==> src/rtl/bullet_pkg.sv <==
// Shared defaults and derived widths for the bullet tracker / collision engine.
// No logic; constants and width helpers only.
// No flow control.
package bullet_pkg;

    localparam int N_AST_D  = 8;
    localparam int N_BUL_D  = 4;
    localparam int XW_D     = 8;
    localparam int YW_D     = 7;
    localparam int HALF_W_D = 3;
    localparam int HALF_H_D = 2;
    localparam int STEP_D   = 2;

    // Width of the 1-based asteroid index (0 reserved for "no hit").
    function automatic int aw_of(input int n_ast);
        return $clog2(n_ast + 1);
    endfunction

    // Width of a bullet slot index, never narrower than one bit.
    function automatic int bw_of(input int n_bul);
        return (n_bul > 1) ? $clog2(n_bul) : 1;
    endfunction

endpackage

==> src/rtl/bullet_hit_cmp.sv <==
// Tests one bullet against every asteroid window; lowest-index live asteroid wins.
// Latency: purely combinational.
// Backpressure: none; the caller decides whether the result is consumed.
module bullet_hit_cmp
    import bullet_pkg::*;
#(
    parameter int N_AST  = N_AST_D,
    parameter int XW     = XW_D,
    parameter int YW     = YW_D,
    parameter int HALF_W = HALF_W_D,
    parameter int HALF_H = HALF_H_D,
    localparam int AW    = aw_of(N_AST)
) (
    input  logic [XW-1:0]       bx,
    input  logic [YW-1:0]       by,
    input  logic [N_AST*XW-1:0] ast_x,
    input  logic [N_AST*YW-1:0] ast_y,
    input  logic [N_AST-1:0]    ast_alive,
    output logic                hit,
    output logic [AW-1:0]       idx
);

    // One extra bit on every operand so adding the half-window never wraps.
    localparam logic [XW:0] HW = (XW+1)'(HALF_W);
    localparam logic [YW:0] HH = (YW+1)'(HALF_H);

    logic [XW:0]      bxe;
    logic [YW:0]      bye;
    logic [N_AST-1:0] match;

    assign bxe = {1'b0, bx};
    assign bye = {1'b0, by};

    for (genvar g = 0; g < N_AST; g++) begin : g_win
        logic [XW:0] ax;
        logic [YW:0] ay;
        assign ax = {1'b0, ast_x[g*XW +: XW]};
        assign ay = {1'b0, ast_y[g*YW +: YW]};
        assign match[g] = ast_alive[g]
                        && (ax + HW >= bxe) && (bxe + HW > ax)
                        && (ay + HH >= bye) && (bye + HH > ay);
    end

    // Priority encode, scanning downward so the lowest matching index is left last.
    always_comb begin
        hit = 1'b0;
        idx = '0;
        for (int i = N_AST - 1; i >= 0; i--) begin
            if (match[i]) begin
                hit = 1'b1;
                idx = AW'(i + 1);
            end
        end
    end

endmodule

==> src/rtl/bullet_engine.sv <==
// Tracks up to N_BUL bullets, moves them on frame ticks, scans one slot per cycle for hits.
// Latency: fire edge -> slot live next cycle; scanned hit -> hit_valid next cycle.
// Backpressure: a hit found while the output is full stalls the scan pointer; the slot keeps moving.
module bullet_engine
    import bullet_pkg::*;
#(
    parameter int N_AST  = N_AST_D,
    parameter int N_BUL  = N_BUL_D,
    parameter int XW     = XW_D,
    parameter int YW     = YW_D,
    parameter int HALF_W = HALF_W_D,
    parameter int HALF_H = HALF_H_D,
    parameter int STEP   = STEP_D,
    localparam int AW    = aw_of(N_AST),
    localparam int BW    = bw_of(N_BUL)
) (
    input  logic                clk,
    input  logic                resetn,
    input  logic                fire,
    input  logic                tick,
    input  logic [XW-1:0]       ss_x,
    input  logic [YW-1:0]       ss_y,
    input  logic [N_AST*XW-1:0] ast_x,
    input  logic [N_AST*YW-1:0] ast_y,
    input  logic [N_AST-1:0]    ast_alive,
    output logic [N_BUL-1:0]    bul_active,
    output logic [N_BUL*XW-1:0] bul_x,
    output logic [N_BUL*YW-1:0] bul_y,
    output logic                fire_drop,
    output logic                hit_valid,
    input  logic                hit_ready,
    output logic [AW-1:0]       hit_ast,
    output logic [BW-1:0]       hit_bul
);

    localparam logic [YW-1:0] STEP_Y = YW'(STEP);

    logic [N_BUL-1:0] act;
    logic [XW-1:0]    bx [N_BUL];
    logic [YW-1:0]    by [N_BUL];
    logic             fire_q;
    logic [BW-1:0]    sp;
    logic [BW-1:0]    sp_nxt;
    logic             fire_edge;
    logic             alloc_ok;
    logic [BW-1:0]    alloc_idx;
    logic             cmp_hit;
    logic [AW-1:0]    cmp_idx;
    logic             scan_hit;
    logic             capture;
    logic             stall;

    assign bul_active = act;

    for (genvar g = 0; g < N_BUL; g++) begin : g_pack
        assign bul_x[g*XW +: XW] = bx[g];
        assign bul_y[g*YW +: YW] = by[g];
    end

    bullet_hit_cmp #(
        .N_AST  (N_AST),
        .XW     (XW),
        .YW     (YW),
        .HALF_W (HALF_W),
        .HALF_H (HALF_H)
    ) u_cmp (
        .bx        (bx[sp]),
        .by        (by[sp]),
        .ast_x     (ast_x),
        .ast_y     (ast_y),
        .ast_alive (ast_alive),
        .hit       (cmp_hit),
        .idx       (cmp_idx)
    );

    assign fire_edge = fire & ~fire_q;
    assign scan_hit  = act[sp] & cmp_hit;
    assign capture   = scan_hit & (~hit_valid | hit_ready);
    assign stall     = scan_hit & hit_valid & ~hit_ready;

    // Lowest free slot, judged on occupancy at the start of the cycle only.
    always_comb begin
        alloc_ok  = 1'b0;
        alloc_idx = '0;
        for (int j = N_BUL - 1; j >= 0; j--) begin
            if (!act[j]) begin
                alloc_ok  = 1'b1;
                alloc_idx = BW'(j);
            end
        end
    end

    // Scan pointer advances every cycle unless a found hit is waiting for the output.
    always_comb begin
        sp_nxt = sp;
        if (!stall) begin
            sp_nxt = (sp == BW'(N_BUL - 1)) ? '0 : sp + BW'(1);
        end
    end

    // Slot state: allocation beats capture beats movement; a hit slot is not moved.
    always_ff @(posedge clk or negedge resetn) begin
        if (!resetn) begin
            act <= '0;
            for (int j = 0; j < N_BUL; j++) begin
                bx[j] <= '0;
                by[j] <= '0;
            end
        end else begin
            for (int j = 0; j < N_BUL; j++) begin
                if (fire_edge && alloc_ok && alloc_idx == BW'(j)) begin
                    act[j] <= 1'b1;
                    bx[j]  <= ss_x;
                    by[j]  <= ss_y;
                end else if (capture && sp == BW'(j)) begin
                    act[j] <= 1'b0;
                end else if (tick && act[j]) begin
                    if (by[j] < STEP_Y) begin
                        act[j] <= 1'b0;
                    end else begin
                        by[j] <= by[j] - STEP_Y;
                    end
                end
            end
        end
    end

    // Fire edge detector, drop pulse, scan pointer and the hit output register.
    always_ff @(posedge clk or negedge resetn) begin
        if (!resetn) begin
            fire_q    <= 1'b0;
            fire_drop <= 1'b0;
            sp        <= '0;
            hit_valid <= 1'b0;
            hit_ast   <= '0;
            hit_bul   <= '0;
        end else begin
            fire_q    <= fire;
            fire_drop <= fire_edge & ~alloc_ok;
            sp        <= sp_nxt;
            if (capture) begin
                hit_valid <= 1'b1;
                hit_ast   <= cmp_idx;
                hit_bul   <= sp;
            end else if (hit_ready) begin
                hit_valid <= 1'b0;
            end
        end
    end

endmodule

==> config.mk <==
export PLATFORM = sky130hd
export DESIGN_NAME = bullet_engine
export DESIGN_NICKNAME = d
export VERILOG_FILES = /design/src/rtl/bullet_pkg.sv /design/src/rtl/bullet_hit_cmp.sv /design/src/rtl/bullet_engine.sv
export SDC_FILE = /design/constraint.sdc
export NUM_CORES = 1
export LEC_CHECK = 0
export ABC_AREA = 1
export CAP_MARGIN = 25
export CORE_AREA = 8 8 197 199
export CTS_CLUSTER_DIAMETER = 60
export DETAILED_ROUTE_END_ITERATION = 8
export DIE_AREA = 0 0 205 207
export GPL_ROUTABILITY_DRIVEN = 0
export GPL_TIMING_DRIVEN = 0
export SLEW_MARGIN = 20
export SYNTH_ARGS = -nofsm -noshare
export SYNTH_HDL_FRONTEND = slang
export SYNTH_SLANG_ARGS = --single-unit
==> constraint.sdc <==
create_clock -name clk -period 5.44 [get_ports clk]
set_input_delay 1.632 -clock clk [delete_from_list [all_inputs] [get_ports clk]]
set_output_delay 1.632 -clock clk [all_outputs]
set_load 0.1 [all_outputs]
==> results of run 1 <==
## worst max-delay path by stage
stage / endpoint / slack [ns]
final: bul_y[1] / 0.39
after global routing: hit_ast[2] / 0.007
after CTS: hit_valid / 0.14
after detailed placement: bul_y[1] / 0.02
after global placement: hit_valid / -0.63
after floorplan: hit_ast[2] / 1.02
## area by class of cell
class | count | area [µm²] | area share [%]
Antenna cell | 3 | 7.51 | 0.0485
Buffer | 24 | 150 | 0.970
Clock buffer | 11 | 253 | 1.63
Clock inverter | 5 | 42.5 | 0.275
Inverter | 331 | 1250 | 8.08
Multi-Input combinational cell | 1404 | 9080 | 58.7
Sequential cell | 75 | 1880 | 12.1
Tap cell | 468 | 586 | 3.78
Timing Repair Buffer | 221 | 2230 | 14.4
## kinds of logic (layout without fill, tap and decap cells)
kind of cell / Yosys count / count (layout) / synth area share (%)
other cells: 0 / 3 / 0
fa+ha+maj: 250 / 250 / 25.5
xor+xnor: 96 / 96 / 6.84
mux: 4 / 4 / 0.326
compound gates: 235 / 235 / 10.6
flops: 75 / 75 / 15.3
buf+inv: 355 / 592 / 11.4
simple gates: 819 / 819 / 30.2
## Yosys cell counts (all sizes together), types with 2 or more instances
cell    count
a32oi       4
xnor2      20
nor3       39
nor2      119
a21boi      6
buf        11
nand3     127
o21a        4
ha        250
o21bai      8
nand3b     14
mux2i       4
nand4      29
inv       331
o21ai      96
clkbuf     13
o31ai       2
o211ai      6
xor2       76
a21oi      97
and3        6
dfrtp      75
nand2     484
a21o        9
## worst min-delay path: stages, from the launching register on
cell and delay, ns:
dfrtp_1 0.34, nand2_1 0.06, o21ai_2 0.05
## layer usage
layer | routed length [µm] | vias up | part of all wire, % | track usage [%]
met3 | 2400 | 46 | 5.7 | 2.34
met4 | 733 | 0 | 1.8 | 4.36
met2 | 19700 | 353 | 47 | 32.6
li1 | - | 6413 | - | -
met5 | 0 | - | 0 | 0
met1 | 19000 | 5704 | 45 | 25.5
## state kept, by name, summed over array words and instances, names as in the netlist
signal / cells
bul_x: 32
bul_y: 28
bul_active: 4
hit_ast: 4
hit_bul: 2
sp: 2
fire_drop: 1
fire_q: 1
hit_valid: 1
## metrics by stage
step / utilization [%] / hold slack (ns) / instances / setup TNS [ns] / setup slack [ns]
after floorplan: - / 0.512 / 1834 / 0 / 1.02
after global placement: 41.9 / 0.477 / 2520 / -28.82 / -0.630
after global routing: 43.1 / 0.520 / 2542 / 0 / 0.00686
after detailed placement: 42.2 / 0.476 / 2523 / 0 / 0.0195
after CTS: 43.0 / 0.490 / 2539 / 0 / 0.138
final: 43.1 / 0.483 / 2542 / 0 / 0.388
## repair_timing
item / in CTS / in global routing
buffers inserted: 0 / 0
gates resized for setup: 0 / 2
endpoints found under the setup margin: 0 / 33
==> summary.txt, run 1 <==
Outcome
  • Status: complete, no violations

CTS
  • TritonCTS clock tree: yes
  • CTS Sinks: 75
  • Root Driver: clkbuf_16
  • Worst-path clk slew: 0.06 ns
  • Clock latency on the worst-skew pair: 0.34 ns
  • CTS H-tree depth: 3
  • Clock tree buffer depth: 2
  • Total CTS buffers: 9
  • Hold Buf Count CTS: 0

Setup path
  • Critical path data required time: 5.71 ns
  • Max Fanout on Critical Path: 11
  • FF-to-FF Start: sp[0]
  • R2R cell count: 28
  • Slowest cell on crit path: xor2_2
  • Setup crit start kind: register
  • Crit path DAT: 5.32 ns
  • Worst path bufs/invs: 5
  • Crit-path max cell delay: 0.63 ns
  • Crit path depth: 28
  • CP most frequent cell: nand2_1
  • FF-to-FF setup slack: 0.39 ns
  • CP Class: reg -> reg
  • CP top delay family: simple AND/OR/NAND/NOR gates
  • Capturing point of the worst reg2reg path: bul_y[1]
  • Crit path from: sp[0]
  • CP endpoint kind: register

Worst hold path
  • Worst hold path type: reg -> reg
  • Hold Path Depth: 2
  • Hold Startpoint: hit_ast[3]
  • Worst Hold End: hit_ast[3]

Yosys
  • Sequential share of the synthesized area: 15.3%
  • Synthesized area: 12300 µm²
  • Synth Instances: 1834
  • Avg Inst Size Synth: 6.70 µm²
  • #FFs+latches synth: 75
  • Ranking of synthesized cells by area: ha_1, dfrtp_1, nand2_1, inv_1, xor2_1
  • Area leader, netlist: ha_1
  • Post-synth EDFFs: 0
  • Post-synth top area share: 25.5%
  • Synth warn: 0
  • Async SR Flop Fraction: 100%
  • Unique masters post-synth: 42
  • Top_reg_cell synth: dfrtp_1
  • Syn Nets: 2232

Placement
  • I/O Buffers: 218
  • Detailed Place HPWL: 33600 µm
  • DP Area: 15200 µm²

Route
  • Vias post-DR: 12.5k
  • Post-Route WL: 41800 µm
  • ANT nets after route: 0
  • Routed len/inst: 16.4 µm
  • Drc violations: 0
  • Via/cell ratio: 4.92
  • Router iterations before antenna repair: 5
  • Iter 0 DRT Violations: 699

STA
  • Fin. max-slew vios: 0
  • Final min period: 5.05 ns
  • RSZ-0062 raised after global routing: no
  • Endpoints failing setup: 0
  • Skew final: 0.0101 ns
  • Worst slew margin: 29.0%
  • Final Cycle Share: 92.9%
  • Worst Max-Slew Pin Slew: 1.06 ns
  • Fin. Hold Viols: 0
  • Fmax: 0.198 GHz

Die
  • Area of the core: 35900 µm²
  • Row cnt: 70
  • I/O Pins: 220
  • Die area: 42400 µm²
  • Chip width: 205 µm
  • Initial Util: 34.2%
  • Vert. Die Dim: 207 µm

Global route
  • Gr usage total: 19.2%
  • First-pass GRT wire length: 65500 µm
  • GRT overflow: 0
  • Largest net degree at the start of global routing: 44
  • Antenna violations before repair: 3
  • Vias in the first global route: 12.2k

Job
  • Max_cap viols: 0

Cells and area
  • Finished layout cell area: 15500 µm²
  • Fill cells: 3754
  • Area growth, synth to finish: 25.9%
  • Share of layout cells above drive strength 1: 4.93%
  • Net count, final: 2464
  • Most common cell after layout, fill and taps aside: nand2_1
  • Commonest cells after routing, fill and taps aside: nand2_1, inv_1, ha_1
Power of run 1 is left out: the tool's default activity adds up to more than one toggle a clock period on the data nets, which glitch-free logic cannot reach.
==> inputs of run 2 (changes only) <==
- SLEW_MARGIN: 20 -> 10
==> summary.txt, run 2 (synthesized netlist as in run 1, its figures left out) <==
Outcome
  • Status: complete, no violations (unchanged)

Cells and area
  • Net count, final: 2469 (was 2464)
  • Area growth, synth to finish: 26.0% (was 25.9%)
  • Share of layout cells above drive strength 1: 4.96% (was 4.93%)
  • Most common cell after layout, fill and taps aside: nand2_1 (unchanged)
  • Fill cells: 3740 (was 3754)
  • Commonest cells after routing, fill and taps aside: nand2_1, inv_1, ha_1 (unchanged)
  • Finished layout cell area: 15500 µm² (about the same)
  • Max reg flops: 32 (unchanged)

STA
  • Worst slew margin: 29.5% (was 29.0%)
  • Final min period: 5.12 ns (was 5.05 ns)
  • Endpoints failing setup: 0 (unchanged)
  • Post-route setup TNS: 0 ns (unchanged)
  • Fin. Hold Viols: 0 (unchanged)
  • Worst Max-Slew Pin Slew: 1.05 ns (was 1.06 ns)
  • Final Cycle Share: 94.1% (was 92.9%)
  • Fmax: 0.195 GHz (was 0.198 GHz)
  • RSZ-0062 raised after global routing: no (unchanged)
  • Worst hold slack: 0.484 ns (was 0.483 ns)
  • Skew final: 0.0113 ns (was 0.0101 ns)
  • Fin. max-slew vios: 0 (unchanged)

Setup path
  • Setup crit start kind: register (unchanged)
  • Max Fanout on Critical Path: 10 (was 11)
  • CP most frequent cell: nand2_1 (unchanged)
  • Crit-path max cell delay: 0.52 ns (was 0.63 ns)
  • Crit path DAT: 5.39 ns (was 5.32 ns)
  • CP endpoint kind: register (unchanged)
  • Slowest cell on crit path: xor2_1 (was xor2_2)
  • FF-to-FF setup slack: 0.32 ns (was 0.39 ns)
  • Critical path data required time: 5.71 ns (about the same)
  • CP Class: reg -> reg (unchanged)

CTS
  • Post-CTS Setup Bufs: 0 (unchanged)
  • Worst-path clk slew: 0.06 ns (about the same)
  • CTS resizes: 0 (unchanged)
  • CTS H-tree depth: 3 (unchanged)
  • Hold Buf Count CTS: 0 (unchanged)
  • Root Driver: clkbuf_16 (unchanged)
  • CTS Sinks: 75 (unchanged)
  • Clock tree buffer depth: 2 (unchanged)
  • Clock latency on the worst-skew pair: 0.34 ns (about the same)
  • Total CTS buffers: 9 (unchanged)
  • TritonCTS clock tree: yes (unchanged)

Global route
  • First-pass GRT wire length: 65200 µm (was 65500 µm)
  • GRT overflow: 0 (unchanged)
  • Antenna violations before repair: 3 (unchanged)
  • Largest net degree at the start of global routing: 44 (unchanged)
  • Gr usage total: 19.1% (was 19.2%)
  • Vias in the first global route: 12.2k (about the same)

Route
  • ANT nets after route: 0 (unchanged)
  • Router iterations before antenna repair: 5 (unchanged)
  • Drc violations: 0 (unchanged)
  • Via/cell ratio: 4.93 (was 4.92)
  • Routed len/inst: 16.4 µm (about the same)
  • Vias post-DR: 12.5k (about the same)
  • Iter 0 DRT Violations: 733 (was 699)
  • Post-Route WL: 41800 µm (unchanged)

Die
  • Initial Util: 34.2% (unchanged)
  • I/O Pins: 220 (unchanged)
  • Die area: 42400 µm² (unchanged)
  • Chip width: 205 µm (unchanged)
  • Area of the core: 35900 µm² (unchanged)
  • Row cnt: 70 (unchanged)
  • Vert. Die Dim: 207 µm (unchanged)

Placement
  • DP Area: 15200 µm² (about the same)
  • I/O Buffers: 218 (unchanged)
  • Detailed Place HPWL: 33900 µm (was 33600 µm)

Worst hold path
  • Worst hold path type: reg -> reg (unchanged)

Job
  • Max_cap viols: 0 (unchanged)
## run 2: worst paths after layout
kind / start / endpoint / cells after the start
worst max-delay path: sp[1] / bul_y[9] / 29
worst min-delay path: hit_ast[3] / hit_ast[3] / 2
worst max register to register: sp[1] / bul_y[9] / 29
worst min register to register: hit_ast[3] / hit_ast[3] / 2
max in group asynchronous: resetn / bul_x[11] / 2
min in group asynchronous: resetn / hit_bul[0] / 1
## run 2: layout make-up
| type | instances | area [µm²] | area share [%] |
|---|---|---|---|
| Multi-Input combinational cell | 1404 | 9050 | 58.4 |
| Timing Repair Buffer | 226 | 2270 | 14.7 |
| Sequential cell | 75 | 1880 | 12.1 |
| Inverter | 331 | 1250 | 8.07 |
| Tap cell | 468 | 586 | 3.78 |
| Clock buffer | 11 | 253 | 1.63 |
| Buffer | 24 | 150 | 0.969 |
| Clock inverter | 5 | 42.5 | 0.275 |
| Antenna cell | 3 | 7.51 | 0.0485 |
## run 2: through the flow
stage,worst slack [ns],instances,utilization (%)
finish,0.321,2547,43.1
floorplan,1.02,1834,-
detailed placement,-0.0426,2527,42.2
CTS,0.127,2543,43.0
global placement,-0.630,2520,41.9
global route,0.0390,2547,43.1
## run 2: metal layers
metal / track usage [%] / share of wire [%] / vias up
li1: - / - / 6416
met1: 25.3 / 45 / 5746
met2: 32.2 / 47 / 335
met3: 2.36 / 5.8 / 51
met4: 4.98 / 2.1 / 0
met5: 0 / 0 / -
## run 2: critical path, delay by kind of cell, from the launching register on
family	cells	cell delay, ns
AND/OR/NAND/NOR	16	1.72
AO/OA/AOI/OAI	4	0.82
flip-flops	1	0.45
buffers and inverters	6	1.10
XOR/XNOR	1	0.52
adder cells (fa/ha/maj)	2	0.44
Power of run 2 is left out for the same reason.
==> inputs of run 3 (changes only) <==
- CAP_MARGIN: 25 -> default
- CORE_AREA: 8 8 197 199 -> 4 4 193 195
- CTS_CLUSTER_SIZE: default -> 25
- DIE_AREA: 0 0 205 207 -> 0 0 197 199
==> summary.txt, run 3 (synthesized netlist as in run 1, its figures left out) <==
Route
  • Drc violations: 0 (unchanged)
  • ANT nets after route: 0 (unchanged)
  • Routed len/inst: 16.3 µm (was 16.4 µm)
  • Router iterations before antenna repair: 5 (unchanged)
  • Vias post-DR: 12.5k (about the same)
  • Iter 0 DRT Violations: 639 (was 733)
  • Post-Route WL: 41200 µm (was 41800 µm)
  • Via/cell ratio: 4.95 (was 4.93)

Die
  • Chip width: 197 µm (was 205 µm)
  • I/O Pins: 220 (unchanged)
  • Row cnt: 69 (was 70)
  • Die area: 39200 µm² (was 42400 µm²)
  • Vert. Die Dim: 199 µm (was 207 µm)
  • Area of the core: 35400 µm² (was 35900 µm²)
  • Initial Util: 34.7% (was 34.2%)

STA
  • Final Cycle Share: 92.2% (was 94.1%)
  • Endpoints failing setup: 0 (unchanged)
  • Final min period: 5.02 ns (was 5.12 ns)
  • Worst Max-Slew Pin Slew: 1.26 ns (was 1.05 ns)
  • Fin. Hold Viols: 0 (unchanged)
  • Final worst slack: 0.423 ns (was 0.321 ns)
  • Fmax: 0.199 GHz (was 0.195 GHz)
  • RSZ-0062 raised after global routing: no (unchanged)
  • Worst slew margin: 16.2% (was 29.5%)
  • Fin. max-slew vios: 0 (unchanged)
  • Skew final: 0.00981 ns (was 0.0113 ns)

Cells and area
  • Share of layout cells above drive strength 1: 4.92% (was 4.96%)
  • Max reg flops: 32 (unchanged)
  • Net count, final: 2466 (was 2469)
  • Most common cell after layout, fill and taps aside: nand2_1 (unchanged)
  • Commonest cells after routing, fill and taps aside: nand2_1, inv_1, ha_1 (unchanged)
  • Finished Layout Cells: 2536 (was 2547)
  • Area growth, synth to finish: 25.9% (was 26.0%)
  • Fill cells: 3705 (was 3740)
  • Area of the multi-input gates: 9100 µm² (was 9050 µm²)
  • Sequential standard cell area: 1880 µm² (unchanged)

Setup path
  • Critical path data required time: 5.66 ns (was 5.71 ns)
  • Setup crit start kind: register (unchanged)
  • Crit path DAT: 5.24 ns (was 5.39 ns)
  • CP endpoint kind: register (unchanged)
  • Max Fanout on Critical Path: 11 (was 10)
  • FF-to-FF setup slack: 0.42 ns (was 0.32 ns)
  • CP Class: reg -> reg (unchanged)

CTS
  • TritonCTS clock tree: yes (unchanged)
  • Clock tree buffer depth: 2 (unchanged)
  • Total CTS buffers: 9 (unchanged)
  • CTS Sinks: 75 (unchanged)
  • Hold Buf Count CTS: 0 (unchanged)
  • Root Driver: clkbuf_16 (unchanged)
  • Clock latency on the worst-skew pair: 0.34 ns (about the same)
  • Worst-path clk slew: 0.06 ns (about the same)
  • CTS H-tree depth: 3 (unchanged)

Worst hold path
  • Worst hold path type: reg -> reg (unchanged)

Global route
  • Gr usage total: 20.4% (was 19.1%)
  • Largest net degree at the start of global routing: 61 (was 44)
  • Antenna violations before repair: 3 (unchanged)
  • Vias in the first global route: 12.2k (about the same)
  • First-pass GRT wire length: 64300 µm (was 65200 µm)
  • GRT overflow: 0 (unchanged)

Job
  • Max_cap viols: 0 (unchanged)

Placement
  • Post-Place Worst Slack: -0.437 ns (was -0.0426 ns)
  • I/O Buffers: 218 (unchanged)
  • Detailed Place HPWL: 33100 µm (was 33900 µm)
  • Placed insts: 2515 (was 2527)

Outcome
  • Status: complete, no violations (unchanged)
-- run 3: cell count changes in the layout (fill, tap and decap cells not counted) --
cell / previous run / this run
xor2_2: 1 / 2
buf_6: 9 / 5
inv_6: 2 / 1
xor2_4: 0 / 2
xnor2_2: 2 / 3
xnor2_1: 18 / 17
buf_4: 4 / 5
clkbuf_1: 13 / 14
clkinvlp_4: 1 / 3
xor2_1: 75 / 72
clkbuf_8: 2 / 0
clkinv_4: 2 / 1
-- run 3: through the flow --
stage	TNS [ns]	hold slack, ns	area, µm²	utilization (%)
final	0	0.495	15500	43.7
after global routing	0	0.538	15500	43.7
after CTS	0	0.504	15400	43.5
after detailed placement	-14.02	0.488	15100	42.7
after global placement	-27.78	0.481	15000	42.5
after floorplan	0	0.512	12300	-
-- run 3: what timing repair did --
| action | CTS | global route |
|---|---|---|
| setup endpoints to repair | 37 | 37 |
| resized for setup | 4 | 5 |
| setup buffers | 0 | 3 |
-- run 3: cell type report --
cell class | count | share of cell area, %
flip-flops and latches | 75 | 12.1
well taps | 461 | 3.73
clock buffers | 10 | 1.48
multi-input cells | 1404 | 58.8
plain buffers | 24 | 0.971
clock inverters | 5 | 0.259
diodes | 3 | 0.0485
inverters | 331 | 8.08
repair buffers | 223 | 14.5
-- run 3: metal layers --
metal | global-route usage (%) | vias to the layer above | part of all wire [%]
met3 | 2.59 | 45 | 5.3
li1 | - | 6413 | -
met2 | 35.3 | 286 | 48
met4 | 4.88 | 0 | 2.1
met1 | 27.3 | 5803 | 45
met5 | 0 | - | 0
-- run 3: path summary, 6_finish.rpt --
kind	startpoint	endpoint	cells past startpoint
max	sp[1]	bul_y[5]	23
min	hit_bul[1]	hit_bul[1]	2
max reg2reg	sp[1]	bul_y[5]	23
min reg2reg	hit_bul[1]	hit_bul[1]	2
max in group asynchronous	resetn	bul_x[23]	2
min in group asynchronous	resetn	hit_bul[0]	1
-- run 3: worst max-delay path, cell delays in order (launching register included) --
cell and delay (ns):
dfrtp_1 0.46, inv_2 0.16, buf_2 0.29, buf_2 0.32, a21oi_1 0.07, a32oi_1 0.94
inv_1 0.52, ha_1 0.35, o21bai_1 0.18, nand2_1 0.07, nand3_1 0.07, nand2_1 0.05
nand2_1 0.05, nand2_1 0.05, a21oi_1 0.22, nand3_1 0.21, nand2_2 0.13, nor2_4 0.06
nand2_4 0.11, nand4_2 0.17, nand2_4 0.18, nand2_4 0.09, nand2_1 0.07, nand2_1 0.05
Power of run 3 is left out for the same reason.
